`src/rtl/regfile_wb_arbiter.sv`:
```
// rtl/regfile_wb_arbiter.sv - round-robin ALU/load writeback arbiter with load scoreboard
// Optional conflict counter under WB_CONFLICT_CNT_EN.
module regfile_wb_arbiter #(
  parameter int ADDRESS_WIDTH = 5,
  parameter int DATA_WIDTH    = 32
) (
  input  logic                          clk,
  input  logic                          rst,
  input  logic                          alu_valid,
  input  logic [ADDRESS_WIDTH-1:0]      alu_rd,
  input  logic [DATA_WIDTH-1:0]         alu_data,
  output logic                          alu_ready,
  input  logic                          mem_valid,
  input  logic [ADDRESS_WIDTH-1:0]      mem_rd,
  input  logic [DATA_WIDTH-1:0]         mem_data,
  output logic                          mem_ready,
  input  logic                          issue_valid,
  input  logic [ADDRESS_WIDTH-1:0]      issue_rd,
  output logic                          issue_ready,
  output logic                          we3,
  output logic [ADDRESS_WIDTH-1:0]      wa3,
  output logic [DATA_WIDTH-1:0]         wd3,
  output logic [(2**ADDRESS_WIDTH)-1:0] busy,
  output logic [15:0]                   conflict_cnt
);

  localparam int NREG = 2 ** ADDRESS_WIDTH;
  localparam logic [0:0] PTR_ALU = 1'b0;
  localparam logic [0:0] PTR_MEM = 1'b1;

  logic [0:0]              ptr_q, ptr_d;
  logic                    we3_q, we3_d;
  logic [ADDRESS_WIDTH-1:0] wa3_q, wa3_d;
  logic [DATA_WIDTH-1:0]   wd3_q, wd3_d;
  logic [NREG-1:0]         busy_q, busy_d;

  logic alu_grant, mem_grant, issue_set;

  // The pointer only matters when both requesters compete.
  assign alu_grant = alu_valid && (!mem_valid || (ptr_q == PTR_ALU));
  assign mem_grant = mem_valid && (!alu_valid || (ptr_q == PTR_MEM));
  assign alu_ready = alu_grant;
  assign mem_ready = mem_grant;

  // No bypass of a clear landing this cycle: issue stalls one extra cycle.
  assign issue_ready = !busy_q[issue_rd];
  assign issue_set   = issue_valid && issue_ready && (issue_rd != '0);

  always_comb begin
    ptr_d = ptr_q;
    we3_d = 1'b0;
    wa3_d = wa3_q;
    wd3_d = wd3_q;
    if (alu_grant) begin
      ptr_d = PTR_MEM;
      we3_d = (alu_rd != '0);
      wa3_d = alu_rd;
      wd3_d = alu_data;
    end else if (mem_grant) begin
      ptr_d = PTR_ALU;
      we3_d = (mem_rd != '0);
      wa3_d = mem_rd;
      wd3_d = mem_data;
    end
  end

  // Set is applied after clear so a same-index collision leaves the bit set.
  always_comb begin
    busy_d = busy_q;
    if (mem_grant) busy_d[mem_rd] = 1'b0;
    if (issue_set) busy_d[issue_rd] = 1'b1;
    busy_d[0] = 1'b0;
  end

  always_ff @(posedge clk or posedge rst) begin
    if (rst) begin
      ptr_q  <= PTR_ALU;
      we3_q  <= 1'b0;
      wa3_q  <= '0;
      wd3_q  <= '0;
      busy_q <= '0;
    end else begin
      ptr_q  <= ptr_d;
      we3_q  <= we3_d;
      wa3_q  <= wa3_d;
      wd3_q  <= wd3_d;
      busy_q <= busy_d;
    end
  end

  assign we3  = we3_q;
  assign wa3  = wa3_q;
  assign wd3  = wd3_q;
  assign busy = busy_q;

`ifdef WB_CONFLICT_CNT_EN
  logic [15:0] cnt_q, cnt_d;

  always_comb begin
    cnt_d = cnt_q;
    if (alu_valid && mem_valid && (cnt_q != 16'hFFFF)) cnt_d = cnt_q + 16'd1;
  end

  always_ff @(posedge clk or posedge rst) begin
    if (rst) cnt_q <= '0;
    else     cnt_q <= cnt_d;
  end

  assign conflict_cnt = cnt_q;
`else
  assign conflict_cnt = '0;
`endif

endmodule

```
`config.mk`:
```
export PLATFORM = sky130hd
export DESIGN_NAME = regfile_wb_arbiter
export DESIGN_NICKNAME = d
export VERILOG_FILES = /design/src/rtl/regfile_wb_arbiter.sv
export SDC_FILE = /design/constraint.sdc
export NUM_CORES = 1
export LEC_CHECK = 0
export BUFFER_PORTS_ARGS = -buffer_cell sky130_fd_sc_hd__buf_4
export CAP_MARGIN = 10
export CORE_UTILIZATION = 35
export CTS_BUF_LIST = sky130_fd_sc_hd__clkbuf_4
export CTS_CLUSTER_DIAMETER = 50
export CTS_CLUSTER_SIZE = 28
export DETAILED_ROUTE_END_ITERATION = 10
export GPL_TIMING_DRIVEN = 1
export PLACE_DENSITY = 0.7
export REMOVE_ABC_BUFFERS = 1
export SLEW_MARGIN = 30
export SYNTH_ARGS = -nofsm -noshare
export SYNTH_HDL_FRONTEND = slang
export SYNTH_SLANG_ARGS = --single-unit
```
`constraint.sdc`:
```
create_clock -name clk -period 4.68 [get_ports clk]
set_input_delay 0.468 -clock clk [delete_from_list [all_inputs] [get_ports clk]]
set_output_delay 0.468 -clock clk [all_outputs]
set_load 0.05 [all_outputs]
```
==> qor.yml, run 1 <==
avgRoutedWirePerCell_um: 17.19
placed_area_um2: 5132
layout-drive-gt1-share_pct: 32.77
cts_buffers: 9
netlist_instances: 451
initial_core_util_pct: 36.36
finalMaxSlewViolations: 0
yosysUniqueCellTypes: 46
synth_fa_ha_area_share_pct: 0
grt_first_pass_wirelength_mm: 19.73
die_w_um: 108.8
clkSlewWorstSetupHoldPaths_ns: 0.11
max_freq_mhz: 378.4
layout.area.seq_um2: 1752
crit_path_cell_trace: "mux4_2 > nand2_1 > nand4_4 > a211oi_1 > buf_4"
dieArea_um2: 11840
synthSimpleGateAreaFrac_pct: 14.91
gp_congestion: 0.8950
r2r_cells: 6
holdCritPathClass: "in2async"
clk_latency_ns: 0.43
dp_cells: 713
worstSetupPathType: "reg2out"
p_per_area_nw_per_um2: 424.7
fin_tns_setup_ns: 0
drt_wl_total_mm: 12.54
synth_edf_count: 0
worstPathRequired_ns: 4.21
cp_max_fo: 9
maxSlewHeadroom_pct: 54.25
layout_common_cells: "buf_4 (159), dfrtp_1 (70), nor2_1 (50)"
synth.avg_cell_area_um2: 8.855
post-route-min-period_ns: 2.643
fin_worst_skew_ns: 0.01556
nets: 668
drc: 0
tightest_slew_ns: 0.6853
portBuffers: 155
fin_crit_sh_pct: 56.47
slowest_delay_ns: 0.47
synth_seq_area_share_pct: 43.86
ctsLongestPathBuffers: 2
die_h_um: 108.8
dp_hpwl_mm: 8.791
layout_commonest_cell: "buf_4"
multi_input_comb_area_um2: 1866
grt_max_degree: 68
fill_cells: 1088
reg2reg_slack_ns: 2.74
arrival_ns: 2.17
drt-vias-per-instance: 5.514
track_usage_pct: 21.83
cts_hold_buf: 0
synth_ff_type: "dfrtp_1"
postCtsSetupRepairBufs: 0
final_util_pct: 47.68
fp-row-count: 38
status: "finished, final reports clean"
diodes: 0
synth_warnings: 0
synth_compound_area_share_pct: 24.34
dp_slack_ns: 2.136
syn_area_um2: 3994
fin_total_pwr_mw: 2.224
design_area_um2: 5236
area_growth_pct: 31.11
hold_ws_ns: 0.1401
h-tree-depth: 3
vdd_drop_max_mv: 0.2398
core-area_um2: 10980
synth_top_family_by_area: "compound AO/OA/AOI/OAI gates"
worstSetupEndpointType: "primary output"
synth_mux_area_share_pct: 5.858
root_buffer: "clkbuf_4"
grt_antenna_before_repair: 0
synth_seq_cells: 70
setup_viol: 0
grt_pass1_vias: 3880
cts.sinks: 70
drtPass1Iterations: 5
synthArstFlopShare_pct: 100.0
io_pins: 173
leakagePower_nw: 2.429
maxCapViolations: 0
worst_slack_ns: 2.037
dr.first_iter.drc_count: 246
critPathLaunchType: "flop"
antenna_left: 0
hold_violations: 0
rsz0062_at_grt: "false"
synthXorXnorAreaFrac_pct: 0
cts_tree: "built"
globalRouteOverflowTotal: 0
cpMaxStageDelayCell: "mux4_2"
cts-resized-gates: 0
fin_cells: 729
vias: 4020
## final cells by class
class | instances | share of cell area (%)
timing repair buffer | 159 | 22.80
sequential | 70 | 33.45
tap | 140 | 3.345
inverter | 39 | 2.796
multi-input combinational | 305 | 35.63
clock inverter | 6 | 0.5496
clock buffer | 10 | 1.434
## registers in the layout (all words and copies together), names as in the netlist
register  flops
we3           1
wa3           5
wd3          32
ptr_q         1
busy         31
## metal layers
| metal | track usage, % | part of all wire (%) | wire [µm] | vias to the layer above |
|---|---|---|---|---|
| met3 | 6.216 | 10 | 1256 | 13 |
| met5 | 0 | 0 | 0 | - |
| met1 | 26.89 | 41 | 5098 | 1940 |
| li1 | - | - | - | 1866 |
| met4 | 7.625 | 1.4 | 176 | 0 |
| met2 | 36.48 | 48 | 6005 | 201 |
## path summary, 6_finish.rpt
path                                 from     endpoint
worst min register to register   busy[23]     busy[23]
worst max-delay path              busy[7]  issue_ready
worst max register to register      ptr_q       wd3[2]
min in group clk                alu_rd[4]       wa3[4]
worst min-delay path                  rst      wd3[14]
max in group asynchronous             rst     busy[23]
## report_power, final
| group | total (mW) | leakage, nW | switching [mW] | internal (mW) |
|---|---|---|---|---|
| registers | 0.824 | 0.822 | 0.100 | 0.724 |
| clock network | 0.327 | 0.0587 | 0.219 | 0.108 |
| logic | 1.07 | 1.55 | 0.729 | 0.343 |
## worst max-delay path: cells and delay by family, from the launching register on
| kind | cells | cell delay [ns] |
|---|---|---|
| AO/OA/AOI/OAI | 1 | 0.28 |
| buffers and inverters | 1 | 0.24 |
| flip-flops | 1 | 0.43 |
| AND/OR/NAND/NOR | 2 | 0.32 |
| multiplexers | 1 | 0.47 |
## synth_stat cells, drive strengths merged (3+ instances only)
cell type | n | area (µm²)
dfrtp | 70 | 1752
mux4 | 6 | 135.1
o22ai | 38 | 237.7
nor3b | 4 | 35.03
buf | 37 | 230.2
a32o | 10 | 102.6
o31ai | 12 | 90.09
inv | 39 | 146.4
or3 | 3 | 18.77
nor2 | 50 | 187.7
a21oi | 32 | 160.2
a31oi | 32 | 200.2
and3 | 4 | 25.02
mux2 | 7 | 78.83
o21ai | 28 | 140.1
clkbuf | 16 | 60.06
nand4b | 3 | 26.28
nand3b | 4 | 30.03
nand2b | 4 | 25.02
nand2 | 24 | 92.59
and3b | 3 | 26.28
nand3 | 4 | 20.02
## logic make-up (layout without fill, tap and decap cells)
family / Yosys count / after routing
buffers and inverters: 92 / 214
and+or+nand+nor: 116 / 116
AOI/OAI and AO/OA: 157 / 157
other: 1 / 17
DFF: 70 / 70
muxes: 15 / 15
(Power assumes the default switching activity.)
==> run 2: changes to the inputs <==
==> constraint.sdc (replaced) <==
create_clock -name clk -period 2.6 [get_ports clk]
set_input_delay 0.26 -clock clk [delete_from_list [all_inputs] [get_ports clk]]
set_output_delay 0.26 -clock clk [all_outputs]
set_load 0.05 [all_outputs]
==> run 2 against run 1 <==
Die area unchanged. Global-route usage up 0.21 points. Critical path type unchanged. Clock skew down 0.0021 ns. Wire length up 1.1%. Final area up 1.3%. Sequential power up 78%. Register-to-register slack worse by 1.9 ns. Combinational power up 82%. Sequential share of layout area down 0.42 points. Count of clock-buffer cells in the layout unchanged.
==> qor.yml, run 2 (synthesis gave the netlist of run 1 again) <==
drt_wl_total_mm: 12.67
clk_latency_ns: 0.42
io_pins: 173
arrival_ns: 2.18
clkSlewWorstSetupHoldPaths_ns: 0.12
fin_total_pwr_mw: 4.109
p_per_area_nw_per_um2: 774.8
hold_violations: 0
grt_pass1_vias: 3929
cts_hold_buf: 1
grt_use_met2_pct: 36.17
layout_common_cells: "buf_4 (158), dfrtp_1 (70), nor2_1 (50)"
grt_busiest_layer: "met2"
p_int_mw: 2.222
cts_buffers: 9
drt-vias-per-instance: 5.483
cp_max_fo: 9
fin_worst_skew_ns: 0.01347
holdCritPathClass: "in2reg"
grt_antenna_before_repair: 0
track_usage_pct: 22.05
postCtsSetupRepairBufs: 0
fin_tns_setup_ns: 0
cts-resized-gates: 0
diodes: 0
rsz0062_at_grt: "false"
area_growth_pct: 32.77
worstSetupPathType: "reg2out"
max_freq_mhz: 410.4
seqPwrFrac_pct: 35.7
largest_register_ff_count: 32
grt_first_pass_wirelength_mm: 19.89
drtPass1Iterations: 4
clkPwrFrac_pct: 16.7
tightest_slew_ns: 0.7027
root_buffer: "clkbuf_4"
fin_crit_sh_pct: 93.72
worstPathRequired_ns: 2.34
critPathLaunchType: "flop"
post-route-min-period_ns: 2.437
fp-row-count: 38
h-tree-depth: 3
portBuffers: 155
maxCapViolations: 0
worstSetupEndpointType: "primary output"
cts_tree: "built"
core-area_um2: 10980
nets: 670
dp_slack_ns: 0.4362
crit_family: "multiplexers"
fill_cells: 1048
path_buf_inv: 1
avgRoutedWirePerCell_um: 17.33
layout-drive-gt1-share_pct: 32.99
crit_path_cell_trace: "mux4_2 > nand2_1 > nand4_4 > a211oi_1 > buf_4"
gp_congestion: 0.8708
comb_power_share_pct: 47.5
cts.sinks: 70
slowest_delay_ns: 0.48
worst_slack_ns: 0.1634
dr.first_iter.drc_count: 265
finalMaxSlewViolations: 0
swShare_pct: 45.92
dieArea_um2: 11840
antenna_left: 0
status: "finished, final reports clean"
initial_core_util_pct: 36.36
die_w_um: 108.8
cpMaxStageDelayCell: "mux4_2"
vias: 4008
vdd_drop_max_mv: 0.3999
globalRouteOverflowTotal: 0
met1_usage_pct: 27.57
leakagePower_nw: 2.463
ctsLongestPathBuffers: 2
maxSlewHeadroom_pct: 53.09
use_met3_pct: 5.858
drc: 0
grt_max_degree: 101
setup_viol: 0
power.switching_mw: 1.887
layout_commonest_cell: "buf_4"
hold_ws_ns: 0.06764
dp_hpwl_mm: 8.929
die_h_um: 108.8
==> run 2: stage by stage <==
step | util, % | std cells | cell area [µm²]
after floorplan | - | 414 | 3764
after global placement | 47.03 | 714 | 5165
after detailed placement | 47.03 | 714 | 5165
after CTS | 48.28 | 731 | 5303
after global routing | 48.28 | 731 | 5303
final | 48.28 | 731 | 5303
==> run 2: tightest hold or removal path, stage by stage <==
cell    delay (ns)
buf_4         0.08
nor2_1        0.03
nor2_1        0.08
==> run 2: power groups by stage <==
stage	combinational, mW	clock (mW)	sequential [mW]
floorplan	0.506	0	2.22
global placement	1.94	0	1.47
detailed placement	1.96	0	1.49
CTS	1.96	0.710	1.47
global route	2.06	0.761	1.49
finish	1.95	0.688	1.47
==> run 2: area by class of cell <==
cell class                      instances  area (µm²)  share of cell area, %
Tap cell                              140       175.2                  3.303
Multi-Input combinational cell        305        1866                  35.18
Timing Repair Buffer                  161        1236                  23.31
Clock buffer                           10       75.07                  1.416
Inverter                               39       146.4                  2.761
Sequential cell                        70        1752                  33.03
Clock inverter                          6       52.55                 0.9910
==> run 2: worst paths after layout <==
kind	startpoint	endpoint	slack, ns	depth (start not counted)
min in group asynchronous	rst	wd3[1]	0.50	3
setup reg to reg	busy[31]	busy[19]	0.86	4
setup / recovery	busy[31]	issue_ready	0.16	5
hold reg to reg	busy[15]	busy[15]	0.53	1
max in group asynchronous	rst	busy[15]	1.43	4
hold / removal	alu_rd[4]	wa3[4]	0.07	3
==> run 2: routing by layer <==
layer	vias up	share of wire [%]
met2	197	47
met3	17	9.6
met4	0	1.6
met1	1929	42
li1	1865	-
met5	-	0
==> run 3: changes to the inputs <==
--- a/config.mk
+++ b/config.mk
@@ -7,6 +7,7 @@
 export LEC_CHECK = 0
 export BUFFER_PORTS_ARGS = -buffer_cell sky130_fd_sc_hd__buf_4
 export CAP_MARGIN = 10
+export CORE_MARGIN = 2
 export CORE_UTILIZATION = 35
 export CTS_BUF_LIST = sky130_fd_sc_hd__clkbuf_4
 export CTS_CLUSTER_DIAMETER = 50
==> run 3 against run 2 <==
Register-to-register slack worse by 0.03 ns. Count of clock-buffer cells in the layout increased by 1. Setup slack got worse by 0.027 ns. Final area decreased by 0.54%. Via count shrank 0.77%. Total power fell by 2.9%. Sequential share of layout area up 0.18 points. Critical path type unchanged. Largest cell class unchanged.
==> qor.yml, run 3 (synthesis gave the netlist of run 1 again) <==
rsz0062_at_grt: "false"
cts_buffers: 9
layout-drive-gt1-share_pct: 33.05
h-tree-depth: 3
dp_cells: 718
post-route-min-period_ns: 2.463
multi_input_comb_area_um2: 1866
vias: 3977
initial_core_util_pct: 35.43
layout_commonest_cell: "buf_4"
clkSlewWorstSetupHoldPaths_ns: 0.11
leakagePower_nw: 2.450
hold_violations: 0
antenna_left: 0
core-area_um2: 11270
worstSetupPathType: "reg2out"
grt_antenna_before_repair: 0
area_growth_pct: 32.05
globalRouteOverflowTotal: 0
fin_worst_skew_ns: 0.01674
worstSetupEndpointType: "primary output"
drtPass1Iterations: 5
track_usage_pct: 20.04
cts_tree: "built"
nets: 671
drt-vias-per-instance: 5.426
layout.area.seq_um2: 1752
setup_viol: 0
fin_crit_sh_pct: 94.75
final_util_pct: 46.79
fp-row-count: 39
grt_pass1_vias: 3950
dieArea_um2: 12280
cp_max_fo: 9
hold_ws_ns: 0.07921
worstPathRequired_ns: 2.34
vdd_drop_max_mv: 0.4145
avgRoutedWirePerCell_um: 16.92
drc: 0
reg2reg_from: "ptr_q"
holdPathStages: 3
ctsLongestPathBuffers: 2
dr.first_iter.drc_count: 255
status: "finished, final reports clean"
largest_register_ff_count: 32
die_w_um: 110.8
clk_latency_ns: 0.42
r2r_cells: 6
maxSlewHeadroom_pct: 60.12
die_h_um: 110.8
reg2reg_to: "wd3[1]"
finalMaxSlewViolations: 0
fill_cells: 1083
p_per_area_nw_per_um2: 756.5
postCtsSetupRepairBufs: 0
grt_first_pass_wirelength_mm: 20.02
holdCritPathClass: "in2reg"
design_area_um2: 5274
critPathLaunchType: "flop"
portBuffers: 155
dp_hpwl_mm: 8.944
gp_congestion: 0.8659
fin_cells: 733
io_pins: 173
layout_common_cells: "buf_4 (159), dfrtp_1 (70), nor2_1 (50)"
reg2reg_slack_ns: 0.83
min_to: "wa3[0]"
max_freq_mhz: 405.9
tightest_slew_ns: 0.5982
diodes: 0
placed_area_um2: 5164
hp-start: "alu_rd[0]"
maxCapViolations: 0
grt_max_degree: 67
root_buffer: "clkbuf_4"
arrival_ns: 2.20
cts.sinks: 70
drt_wl_total_mm: 12.40
## run 3: cell count changes in the layout (fill, tap and decap cells not counted), sizes merged
cell    previous run  this run
clkinv             5         3
buf              160       161
bufinv             1         0
clkbuf            10        11
## run 3: routing by layer
layer	GRT usage, %	wire length (µm)	part of all wire, %	vias to the layer above
met3	6.124	1219	9.8	17
li1	-	-	-	1865
met5	0	0	0	-
met1	25.73	5135	41	1893
met2	32.39	5866	47	202
met4	6.583	180	1.5	0
## run 3: metrics by stage
| step | TNS (ns) | worst slack (ns) | power (mW) |
|---|---|---|---|
| detailed placement | 0 | 0.4320 | 3.433 |
| CTS | 0 | 0.1213 | 4.016 |
| global placement | 0 | 0.4448 | 3.398 |
| finish | 0 | 0.1366 | 3.990 |
| global route | 0 | 0.01210 | 4.194 |
| floorplan | -0.2289 | -0.2289 | 2.730 |
## run 3: area by class of cell
class,instances,area share [%]
Sequential cell,70,33.21
Tap cell,143,3.393
Inverter,39,2.776
Clock buffer,11,1.566
Timing Repair Buffer,162,23.42
Clock inverter,3,0.2610
Multi-Input combinational cell,305,35.37
## run 3: worst max-delay path by stage
stage	start	end	slack [ns]	cells after the start
3_5_place_dp	issue_rd[0]	issue_ready	0.43	6
4_1_cts	busy[23]	issue_ready	0.12	5
6_report	busy[23]	issue_ready	0.14	5
2_1_floorplan	busy[7]	issue_ready	-0.23	4
5_1_grt	busy[23]	issue_ready	0.01	5
3_3_place_gp	issue_rd[0]	issue_ready	0.44	6
## run 3: worst max-delay path, stage by stage (launching register included)
cell and delay (ns):
dfrtp_1 0.43, mux4_2 0.47, nand2_1 0.15, nand4_4 0.16, a211oi_1 0.31, buf_4 0.25
## run 3: timing repair
action	4_1_cts	5_1_grt
gates resized for setup	0	1
hold endpoints to repair	26	0
endpoints found under the setup margin	0	1
hold buffers	1	0
## run 3: where the power goes
group / leakage, nW / internal, mW / switching (mW)
Sequential: 0.822 / 1.30 / 0.160
Combinational: 1.57 / 0.624 / 1.32
Clock: 0.0600 / 0.202 / 0.378
